===== config.mk =====
export PLATFORM = sky130hd
export DESIGN_NAME = orderbook_cmd_sched
export DESIGN_NICKNAME = d
export VERILOG_FILES = /design/src/rtl/orderbook_cmd_sched.sv
export SDC_FILE = /design/constraint.sdc
export NUM_CORES = 1
export LEC_CHECK = 0
export BUFFER_PORTS_ARGS = -buffer_cell sky130_fd_sc_hd__buf_4
export CORE_AREA = 10 10 176 178
export CTS_CLUSTER_SIZE = 20
export DETAILED_ROUTE_END_ITERATION = 10
export DIE_AREA = 0 0 186 188
export RECOVER_POWER = 25
export SLEW_MARGIN = 20
export SYNTH_ARGS = -nofsm -noshare
export SYNTH_HDL_FRONTEND = slang
export SYNTH_SLANG_ARGS = --single-unit

===== constraint.sdc =====
create_clock -name clk -period 3.6 [get_ports clk]
set_input_delay 0.18 -clock clk [delete_from_list [all_inputs] [get_ports clk]]
set_output_delay 0.18 -clock clk [all_outputs]
set_load 0.01 [all_outputs]

===== src/rtl/orderbook_cmd_sched.sv =====
// Round-robin command scheduler for the orderbook op bus with post-add/match drain.
// Optional OB_SCHED_PRIO_EN: port 0 gets strict priority, ports 1..N-1 round-robin.
module orderbook_cmd_sched #(
  parameter int NUM_PORTS    = 4,
  parameter int DATA_SIZE    = 64,
  parameter int FIFO_SIZE    = 64,
  parameter int PRICE_LEVELS = 256,
  parameter int MAX_QUEUES   = 1024,
  parameter int MATCH_LIMIT  = 64,
  localparam int PTR_WIDTH   = $clog2(FIFO_SIZE),
  localparam int PRICE_WIDTH = $clog2(PRICE_LEVELS),
  localparam int PTR_QUEUE   = $clog2(MAX_QUEUES),
  localparam int PORT_W      = $clog2(NUM_PORTS),
  localparam int CMD_W       = 3 + 1 + PRICE_WIDTH + PTR_QUEUE + PTR_WIDTH + DATA_SIZE
) (
  input  logic                       clk,
  input  logic                       reset,
  input  logic [NUM_PORTS-1:0]       req_valid,
  output logic [NUM_PORTS-1:0]       req_ready,
  input  logic [NUM_PORTS*CMD_W-1:0] req_cmd,
  output logic [2:0]                 ob_op_flag,
  output logic                       ob_side,
  output logic [PRICE_WIDTH-1:0]     ob_price,
  output logic [PTR_QUEUE-1:0]       ob_q_index,
  output logic [PTR_WIDTH-1:0]       ob_index,
  output logic [DATA_SIZE-1:0]       ob_data,
  output logic [PORT_W-1:0]          ob_src,
  input  logic                       ob_matching,
  output logic                       busy,
  output logic                       bad_cmd,
  output logic                       match_timeout
);

  localparam int CNT_W = $clog2(MATCH_LIMIT + 1);

  typedef enum logic [1:0] {S_IDLE, S_WAIT, S_MATCH} state_t;

  state_t                 state_q, state_d;
  logic [CNT_W-1:0]       cnt_q, cnt_d;
  logic [PORT_W-1:0]      rr_q, rr_d;
  logic [2:0]             flag_q, flag_d;
  logic                   side_q, side_d;
  logic [PRICE_WIDTH-1:0] price_q, price_d;
  logic [PTR_QUEUE-1:0]   qidx_q, qidx_d;
  logic [PTR_WIDTH-1:0]   idx_q, idx_d;
  logic [DATA_SIZE-1:0]   data_q, data_d;
  logic [PORT_W-1:0]      src_q, src_d;
  logic                   busy_q, busy_d;
  logic                   bad_q, bad_d;
  logic                   to_q, to_d;

  logic                   grant_vld;
  logic [PORT_W-1:0]      grant;
  logic [CMD_W-1:0]       sel;
  logic [2:0]             sel_op;

`ifdef OB_SCHED_PRIO_EN
  int unsigned base;

  // rr_q of 0 (reset or wrap) means "start the 1..N-1 ring at port 1".
  always_comb begin
    grant_vld = 1'b0;
    grant     = '0;
    base      = (rr_q == '0) ? 0 : 32'(rr_q) - 1;
    for (int unsigned k = NUM_PORTS - 1; k > 0; k--) begin
      if (req_valid[PORT_W'(1 + ((base + k - 1) % (NUM_PORTS - 1)))]) begin
        grant_vld = 1'b1;
        grant     = PORT_W'(1 + ((base + k - 1) % (NUM_PORTS - 1)));
      end
    end
    if (req_valid[0]) begin
      grant_vld = 1'b1;
      grant     = '0;
    end
  end
`else
  // Scan from the far end so the nearest valid port at or after rr_q wins last.
  always_comb begin
    grant_vld = 1'b0;
    grant     = '0;
    for (int unsigned k = NUM_PORTS; k > 0; k--) begin
      if (req_valid[PORT_W'((32'(rr_q) + k - 1) % NUM_PORTS)]) begin
        grant_vld = 1'b1;
        grant     = PORT_W'((32'(rr_q) + k - 1) % NUM_PORTS);
      end
    end
  end
`endif

  assign sel    = req_cmd[32'(grant)*CMD_W +: CMD_W];
  assign sel_op = sel[CMD_W-1 -: 3];

  always_comb begin
    state_d   = state_q;
    cnt_d     = cnt_q;
    rr_d      = rr_q;
    flag_d    = 3'b000;
    side_d    = side_q;
    price_d   = price_q;
    qidx_d    = qidx_q;
    idx_d     = idx_q;
    data_d    = data_q;
    src_d     = src_q;
    bad_d     = 1'b0;
    to_d      = to_q;
    req_ready = '0;
    case (state_q)
      S_IDLE: begin
        if (grant_vld) begin
          req_ready[grant] = 1'b1;
`ifdef OB_SCHED_PRIO_EN
          if (grant != '0) rr_d = PORT_W'((32'(grant) + 1) % NUM_PORTS);
`else
          rr_d = PORT_W'((32'(grant) + 1) % NUM_PORTS);
`endif
          if (!sel_op[2]) begin
            bad_d = 1'b1;
          end else begin
            flag_d  = sel_op;
            side_d  = sel[CMD_W-4];
            price_d = sel[CMD_W-5 -: PRICE_WIDTH];
            qidx_d  = sel[DATA_SIZE+PTR_WIDTH +: PTR_QUEUE];
            idx_d   = sel[DATA_SIZE +: PTR_WIDTH];
            data_d  = sel[DATA_SIZE-1:0];
            src_d   = grant;
            if (sel_op[1] == 1'b0) state_d = S_WAIT;
          end
        end
      end
      S_WAIT: begin
        state_d = S_MATCH;
        cnt_d   = '0;
      end
      S_MATCH: begin
        if (!ob_matching) begin
          state_d = S_IDLE;
        end else if (cnt_q < CNT_W'(MATCH_LIMIT)) begin
          flag_d = 3'b101;
          cnt_d  = cnt_q + 1'b1;
        end else begin
          to_d    = 1'b1;
          state_d = S_IDLE;
        end
      end
      default: state_d = S_IDLE;
    endcase
    busy_d = (state_d != S_IDLE);
    if (reset) req_ready = '0;
  end

  always_ff @(posedge clk) begin
    if (reset) begin
      state_q <= S_IDLE;
      cnt_q   <= '0;
      rr_q    <= '0;
      flag_q  <= '0;
      side_q  <= 1'b0;
      price_q <= '0;
      qidx_q  <= '0;
      idx_q   <= '0;
      data_q  <= '0;
      src_q   <= '0;
      busy_q  <= 1'b0;
      bad_q   <= 1'b0;
      to_q    <= 1'b0;
    end else begin
      state_q <= state_d;
      cnt_q   <= cnt_d;
      rr_q    <= rr_d;
      flag_q  <= flag_d;
      side_q  <= side_d;
      price_q <= price_d;
      qidx_q  <= qidx_d;
      idx_q   <= idx_d;
      data_q  <= data_d;
      src_q   <= src_d;
      busy_q  <= busy_d;
      bad_q   <= bad_d;
      to_q    <= to_d;
    end
  end

  assign ob_op_flag    = flag_q;
  assign ob_side       = side_q;
  assign ob_price      = price_q;
  assign ob_q_index    = qidx_q;
  assign ob_index      = idx_q;
  assign ob_data       = data_q;
  assign ob_src        = src_q;
  assign busy          = busy_q;
  assign bad_cmd       = bad_q;
  assign match_timeout = to_q;

endmodule


==> reports/results.tsv, run 1 <==
metric	value	unit
max_freq	335	MHz
setup_slack	0.613	ns
worstSetupPathType	reg -> out	
worst_pin_slew	0.896	ns
crit_required	3.42	ns
cts_tree	done	
htreeDepth	3	
grt_max_degree	111	
crit_slowest_cell	or4b_4	
status	finished clean	
power.density	700	nW/um^2
leakage	5.35	nW
core	27500	sq um
switching_share	45.6	%
drv_slew	0	
synthToLayoutAreaGrowth	53.8	%
hold_ws	0.143	ns
ys.flop_type	dfxtp_1	
avgSynthCellArea	7.72	sq um
p_int	4.21	mW
routabilityCongestion	0.875	
route.detailed.drc	0	
power_frac_comb	60.6	%
initial_utilization	26.1	%
avgViaCountPerCell	5.09	
yosysSeqAreaShare	30.1	%
cp.depth	7	
firstDrtPassIters	5	
place_ws	0.788	ns
final_area	11000	sq um
p_switching	3.53	mW
cts.hold.buffers_added	0	
ir_drop	0.598	mV
clk_latency	0.36	ns
critPathTopFamily	simple AND/OR/NAND/NOR gates	
crit_arrival	2.81	ns
drv_cap	0	
port_buffers	475	
synthTopCellsByArea	dfxtp_1 (30%), a21oi_1 (13%), mux2i_1 (13%)	
syn_area	7180	sq um
chipWidth	186	microns
setup_viol	0	
placedInstanceArea	10900	sq um
fill_cells	2894	
holdPathStages	3	
rsz0062_at_grt	no	
synth_cells	930	
cts_resized	0	
antenna_found_initial	0	
grt_pass1_vias	8589	
grt_pass1_wl	51500	microns
grt_overflow	0	
drive_gt1_share	34.5	%
synth_top_area_share	30.1	%
routed_wl	35400	microns
vias	8582	
hold_violations	0	
numClockSinks	108	
critPathBufInv	2	
cts_buffer_depth	2	
cts_buffers	9	
yosysTopAreaCell	dfxtp_1	
layout.nets	1716	
cts_root_buffer	clkbuf_16	
fin_crit_sh	83.0	%
crit_top_cell	buf_4	
io_pins	476	
start_kind	flop	
skew	0.0174	ns
cpPeakStageDelay	0.59	ns
synth_common_cells	nand2_1 (191), a21oi_1 (185), dfxtp_1 (108)	
synth.net_count	1310	
rows	61	
reg2reg_depth	7	
seqPwrFrac	25.5	%
groute.usage.overall	18.8	%
drtIter0Drc	509	
slew_headroom	40.3	%
worstSetupEndpointType	output pin	
yosysWarnings	0	
ys_seq_elements	108	
ant_nets	0	
yosysMostFrequentCell	nand2_1	
synth-async-reset-ratio	0	%
antennaDiodeCount	0	
routedWlPerCell	21.0	microns
hpwl	27200	microns
pwr-share-clk	13.8	%
yosys.cell_types.count	50	
fin_tns_setup	0	ns
path_clk_slew	0.09	ns
die_h	188	microns
post_cts_buffers	0	
cp_max_fo	57	
period_needed	2.99	ns
hold_path_class	in -> reg	
dieArea	35000	sq um
synth_edf_count	0	
worstPathCellList	nor2b_1 > or4b_4 > nand2_8 > buf_4 > ha_1 > and3_1 > buf_4	
final cells by class:
cell class	count	area, sq um	share of cell area [%]
clock buffer	9	225	2.04
sequential	108	2160	19.6
timing repair buffer	487	3540	32.0
multi-input combinational	724	4580	41.4
tap	346	433	3.92
clock inverter	7	80.1	0.725
inverter	6	28.8	0.261
worst paths after layout:
check,start,endpoint,slack [ns]
worst max-delay path,rr_q[0],req_ready[3],0.61
worst max register to register,rr_q[0],ob_data[58],0.90
worst min register to register,ob_data[8],ob_data[8],0.48
worst min-delay path,ob_matching,match_timeout,0.14
power by group through the flow:
| stage | registers (mW) | clock network [mW] | logic [mW] |
|---|---|---|---|
| 2_1_floorplan | 2.18 | 0 | 2.83 |
| 3_3_place_gp | 1.99 | 0 | 4.89 |
| 3_5_place_dp | 2.00 | 0 | 4.93 |
| 4_1_cts | 1.98 | 1.11 | 4.94 |
| 5_1_grt | 2.04 | 1.15 | 5.11 |
| 6_report | 1.98 | 1.07 | 4.69 |
per-layer routing:
metal	global-route usage (%)	vias to the layer above	share of wire, %
met3	4.77	30	8.4
li1	-	4144	-
met1	21.9	4067	39
met2	33.1	341	51
met4	4.93	0	1.6
met5	0	-	0
placed cells by master (no fill, tap or decap), drive strengths merged, types with 9 or more instances in the layout:
| cell type | synthesis | routed |
|---|---|---|
| a21oi | 186 | 186 |
| a221o | 89 | 89 |
| buf | 29 | 436 |
| clkbuf | 63 | 60 |
| dfxtp | 108 | 108 |
| inv | 6 | 9 |
| mux2i | 90 | 90 |
| nand2 | 192 | 192 |
| nand2b | 91 | 91 |
| nor2 | 19 | 19 |
through the flow:
step / power (mW) / instances / util [%]
2_1_floorplan: 5.01 / 930 / -
3_3_place_gp: 6.88 / 1671 / 39.8
3_5_place_dp: 6.94 / 1671 / 39.8
4_1_cts: 8.04 / 1687 / 40.9
5_1_grt: 8.30 / 1687 / 40.2
6_report: 7.74 / 1687 / 40.2
sequential cells by signal, indices dropped and copies added, names as in the netlist:
name and flops:
ob_data 64, ob_q_index 10, cnt_q 7, ob_src 2
busy 1, state_q 2, bad_cmd 1, ob_side 1
ob_index 6, rr_q 2, ob_op_flag 3, match_timeout 1
ob_price 8
kinds of logic after synthesis:
kind of cell,after synthesis,synth area share (%)
AOI/OAI and AO/OA,295,27.8
xor gates and xnor gates,2,0.244
DFF,108,30.1
adders and majority gates,5,0.871
and+or+nand+nor,332,22.0
muxes,90,12.5
buffers and inverters,98,6.46
tightest hold or removal path, stage by stage:
cell	delay (ns)
buf_4	0.10
a41oi_1	0.11
nor2_1	0.08
Power figures use the tool's default switching activity.
==> run 2: changes to the inputs <==
--- a/config.mk
+++ b/config.mk
@@ -5,11 +5,12 @@
 export SDC_FILE = /design/constraint.sdc
 export NUM_CORES = 1
 export LEC_CHECK = 0
+export ABC_AREA = 1
 export BUFFER_PORTS_ARGS = -buffer_cell sky130_fd_sc_hd__buf_4
-export CORE_AREA = 10 10 176 178
+export CORE_AREA = 10 10 175 177
 export CTS_CLUSTER_SIZE = 20
 export DETAILED_ROUTE_END_ITERATION = 10
-export DIE_AREA = 0 0 186 188
+export DIE_AREA = 0 0 185 187
 export RECOVER_POWER = 25
 export SLEW_MARGIN = 20
 export SYNTH_ARGS = -nofsm -noshare
==> constraint.sdc (replaced) <==
create_clock -name clk -period 2.9 [get_ports clk]
set_input_delay 0.145 -clock clk [delete_from_list [all_inputs] [get_ports clk]]
set_output_delay 0.145 -clock clk [all_outputs]
set_load 0.01 [all_outputs]
==> run 2 against run 1 <==
Effect of this change: global-route usage shrank 0.63 points; critical endpoint is now req_ready[0]; die area shrank 1.1%; hold slack lost 0.073 ns; via count grew 15%; register-to-register slack lost 0.47 ns; cell count grew 35%; sequential power grew 16%; highest routed layer unchanged; critical path depth grew 6; synthesized cell count grew 62%.
==> reports/results.tsv, run 2 <==
metric	value	unit	change
synth-async-reset-ratio	0	%	unchanged
crit_arrival	2.51	ns	was 2.81 ns
power.density	1220	nW/um^2	was 700 nW/um^2
route.detailed.drc	0		unchanged
setup_viol	0		unchanged
yosysSeqAreaShare	27.2	%	was 30.1%
fin_tns_setup	0	ns	unchanged
syn_area	7950	sq um	was 7180 sq um
final_common_cell	nand2_1		was buf_4
cts_root_buffer	clkbuf_16		unchanged
initial_utilization	29.1	%	was 26.1%
synth_cells	1505		was 930
switching_share	53.5	%	was 45.6%
cts_buffer_depth	2		unchanged
final_cell_mix	nand2_1 (667), buf_4 (433), inv_1 (203), nor2_1 (194), dfxtp_1 (107)		was buf_4 (430), nand2_1 (190), a21oi_1 (185), dfxtp_1 (108), nand2b_1 (91)
yosysWarnings	0		unchanged
cts_tree	done		unchanged
die_h	187	microns	was 188 microns
hold_violations	0		unchanged
post-route-util	43.7	%	was 40.2%
power	14.6	mW	was 7.74 mW
reg2reg_depth	15		was 7
antennaDiodeCount	0		unchanged
crit_slowest_cell	dfxtp_2		was or4b_4
grt_pass1_vias	9300		was 8589
synthToLayoutAreaGrowth	50.1	%	was 53.8%
drtIter0Drc	417		was 509
yosysTopAreaCell	nand2_1		was dfxtp_1
worstSetupEndpointType	output pin		unchanged
setup_slack	0.247	ns	was 0.613 ns
p_int	6.78	mW	was 4.21 mW
antenna_found_initial	0		unchanged
routedWlPerCell	14.7	microns	was 21.0 microns
reg2reg_from	rr_q[0]		unchanged
ys.flop_type	dfxtp_1		unchanged
layout.nets	2301		was 1716
cts_buffers	9		unchanged
synth_common_cells	nand2_1 (668), inv_1 (203), nor2_1 (194)		was nand2_1 (191), a21oi_1 (185), dfxtp_1 (108)
p_switching	7.80	mW	was 3.53 mW
status	finished clean		unchanged
start_kind	flop		unchanged
synthTopCellsByArea	nand2_1 (32%), dfxtp_1 (27%), inv_1 (9.6%)		was dfxtp_1 (30%), a21oi_1 (13%), mux2i_1 (13%)
critPathBufInv	6		was 2
leakage	6.92	nW	was 5.35 nW
rsz0062_at_grt	no		unchanged
drv_cap	0		unchanged
ant_nets	0		unchanged
path_clk_slew	0.09	ns	about the same
firstDrtPassIters	4		was 5
slew_headroom	50.6	%	was 40.3%
drive_gt1_share	24.7	%	was 34.5%
synth_edf_count	0		unchanged
clk_latency	0.35	ns	was 0.36 ns
hold_ws	0.0708	ns	was 0.143 ns
avgSynthCellArea	5.28	sq um	was 7.72 sq um
synth_top_area_share	31.5	%	was 30.1%
grt_overflow	0		unchanged
hpwl	26500	microns	was 27200 microns
worstSetupPathType	reg -> out		unchanged
worst_pin_slew	0.741	ns	was 0.896 ns
grt_pass1_wl	50600	microns	was 51500 microns
chipWidth	185	microns	was 186 microns
r2r_setup_slack	0.43	ns	was 0.90 ns
critPathTopFamily	simple AND/OR/NAND/NOR gates		unchanged
pwr-share-clk	9.6	%	was 13.8%
crit_required	2.76	ns	was 3.42 ns
synth.net_count	1885		was 1310
cp_max_fo	94		was 57
numClockSinks	108		unchanged
core	27300	sq um	was 27500 sq um
ys_seq_elements	108		unchanged
drv_slew	0		unchanged
crit_path_end	req_ready[0]		was req_ready[3]
yosysMostFrequentCell	nand2_1		unchanged
dieArea	34600	sq um	was 35000 sq um
crit_path_start	rr_q[0]		unchanged
hold_path_class	in -> reg		unchanged
routabilityCongestion	0.907		was 0.875
yosys.cell_types.count	26		was 50
htreeDepth	3		unchanged
groute.usage.overall	18.2	%	was 18.8%
avgViaCountPerCell	4.34		was 5.09
place_ws	0.313	ns	was 0.788 ns
rows	61		unchanged
io_pins	476		unchanged
skew	0.00807	ns	was 0.0174 ns
vias	9853		was 8582
fin_crit_sh	91.5	%	
fill_cells	3032		was 2894
r2r_end	ob_data[27]		was ob_data[58]
port_buffers	475		unchanged
ir_drop	1.02	mV	was 0.598 mV
routed_wl	33500	microns	was 35400 microns
seqPwrFrac	15.8	%	was 25.5%
max_freq	377	MHz	
cpPeakStageDelay	0.43	ns	was 0.59 ns
cp.depth	13		was 7
power_frac_comb	74.7	%	was 60.6%
period_needed	2.65	ns	
grt_max_degree	107		was 111
worstPathCellList	inv_1 > nand2_1 > nand3_1 > nand2_1 > inv_2 > nand3_1 > nand2_8 > clkinv_2 > buf_16 > ha_1 > inv_1 > nor2_1 > buf_4		was nor2b_1 > or4b_4 > nand2_8 > buf_4 > ha_1 > and3_1 > buf_4
largest_reg_flops	64		unchanged
==> run 2: cell count changes after synthesis, moves of 90 or more <==
cell,previous run,this run
o21ai_0,3,94
nor2_1,19,194
nand2_1,191,668
nand2b_1,91,0
mux2i_1,90,0
inv_1,5,203
==> run 2: stage by stage <==
stage,area [sq um],cells
6_report,11900,2272
5_1_grt,11900,2272
4_1_cts,12100,2272
3_5_place_dp,11800,2255
3_3_place_gp,11800,2255
2_1_floorplan,7950,1505
==> run 2: cells by family after synthesis <==
logic type | count (synthesis) | synth area share, %
fa+ha+maj | 5 | 0.787
flops | 108 | 27.2
simple gates | 892 | 43.0
buf+inv | 301 | 16.4
compound gates | 199 | 12.6
==> run 2: power groups by stage <==
stage	combinational (mW)	sequential [mW]	clock [mW]
final	10.9	2.30	1.39
after global routing	12.6	2.36	1.51
after CTS	11.2	2.31	1.45
after detailed placement	11.2	2.34	0
after global placement	11.1	2.31	0
after floorplan	7.84	2.51	0
==> run 2: repair_timing <==
item | CTS | global route
endpoints found under the hold margin | 2 | 0
hold buffers | 1 | 0
buffers inserted | 0 | 0
setup endpoints to repair | 0 | 4
gates resized for setup | 0 | 3
==> run 2: worst min path at each step <==
stage | from | to | slack, ns | depth (start not counted)
after floorplan | ob_matching | match_timeout | 0.31 | 2
after global placement | reset | cnt_q[1] | 0.38 | 2
after detailed placement | reset | cnt_q[1] | 0.38 | 2
after CTS | ob_matching | match_timeout | 0.05 | 3
after global routing | ob_matching | match_timeout | 0.07 | 3
final | ob_matching | match_timeout | 0.07 | 3
==> run 2: layout make-up <==
| cell class | count | area (sq um) | share of cell area (%) |
|---|---|---|---|
| sequential | 108 | 2160 | 18.1 |
| clock buffer | 9 | 225 | 1.89 |
| tap | 346 | 433 | 3.63 |
| timing repair buffer | 497 | 3710 | 31.1 |
| multi-input combinational | 1096 | 4510 | 37.8 |
| clock inverter | 7 | 105 | 0.881 |
| inverter | 209 | 787 | 6.60 |
==> run 2: metal layers <==
layer  GRT usage [%]  vias up  routed length [microns]
li1                -     5308                        -
met1            20.5     4238                    13600
met2            31.8      283                    16500
met3            6.10       24                     2920
met4            4.60        0                      454
met5               0        -                        0
==> run 2: worst reg2reg max path: stages (launching register included) <==
cell and delay (ns):
dfxtp_2 0.43, inv_1 0.09, nand2_1 0.08, nand2_2 0.07
inv_2 0.05, nand2_2 0.06, nand3_1 0.11, nand3_1 0.21
nand2_8 0.17, buf_16 0.34, buf_12 0.30, a21oi_1 0.10
o21ai_0 0.13, nand2_1 0.08, nor2_1 0.10, nor2_1 0.05
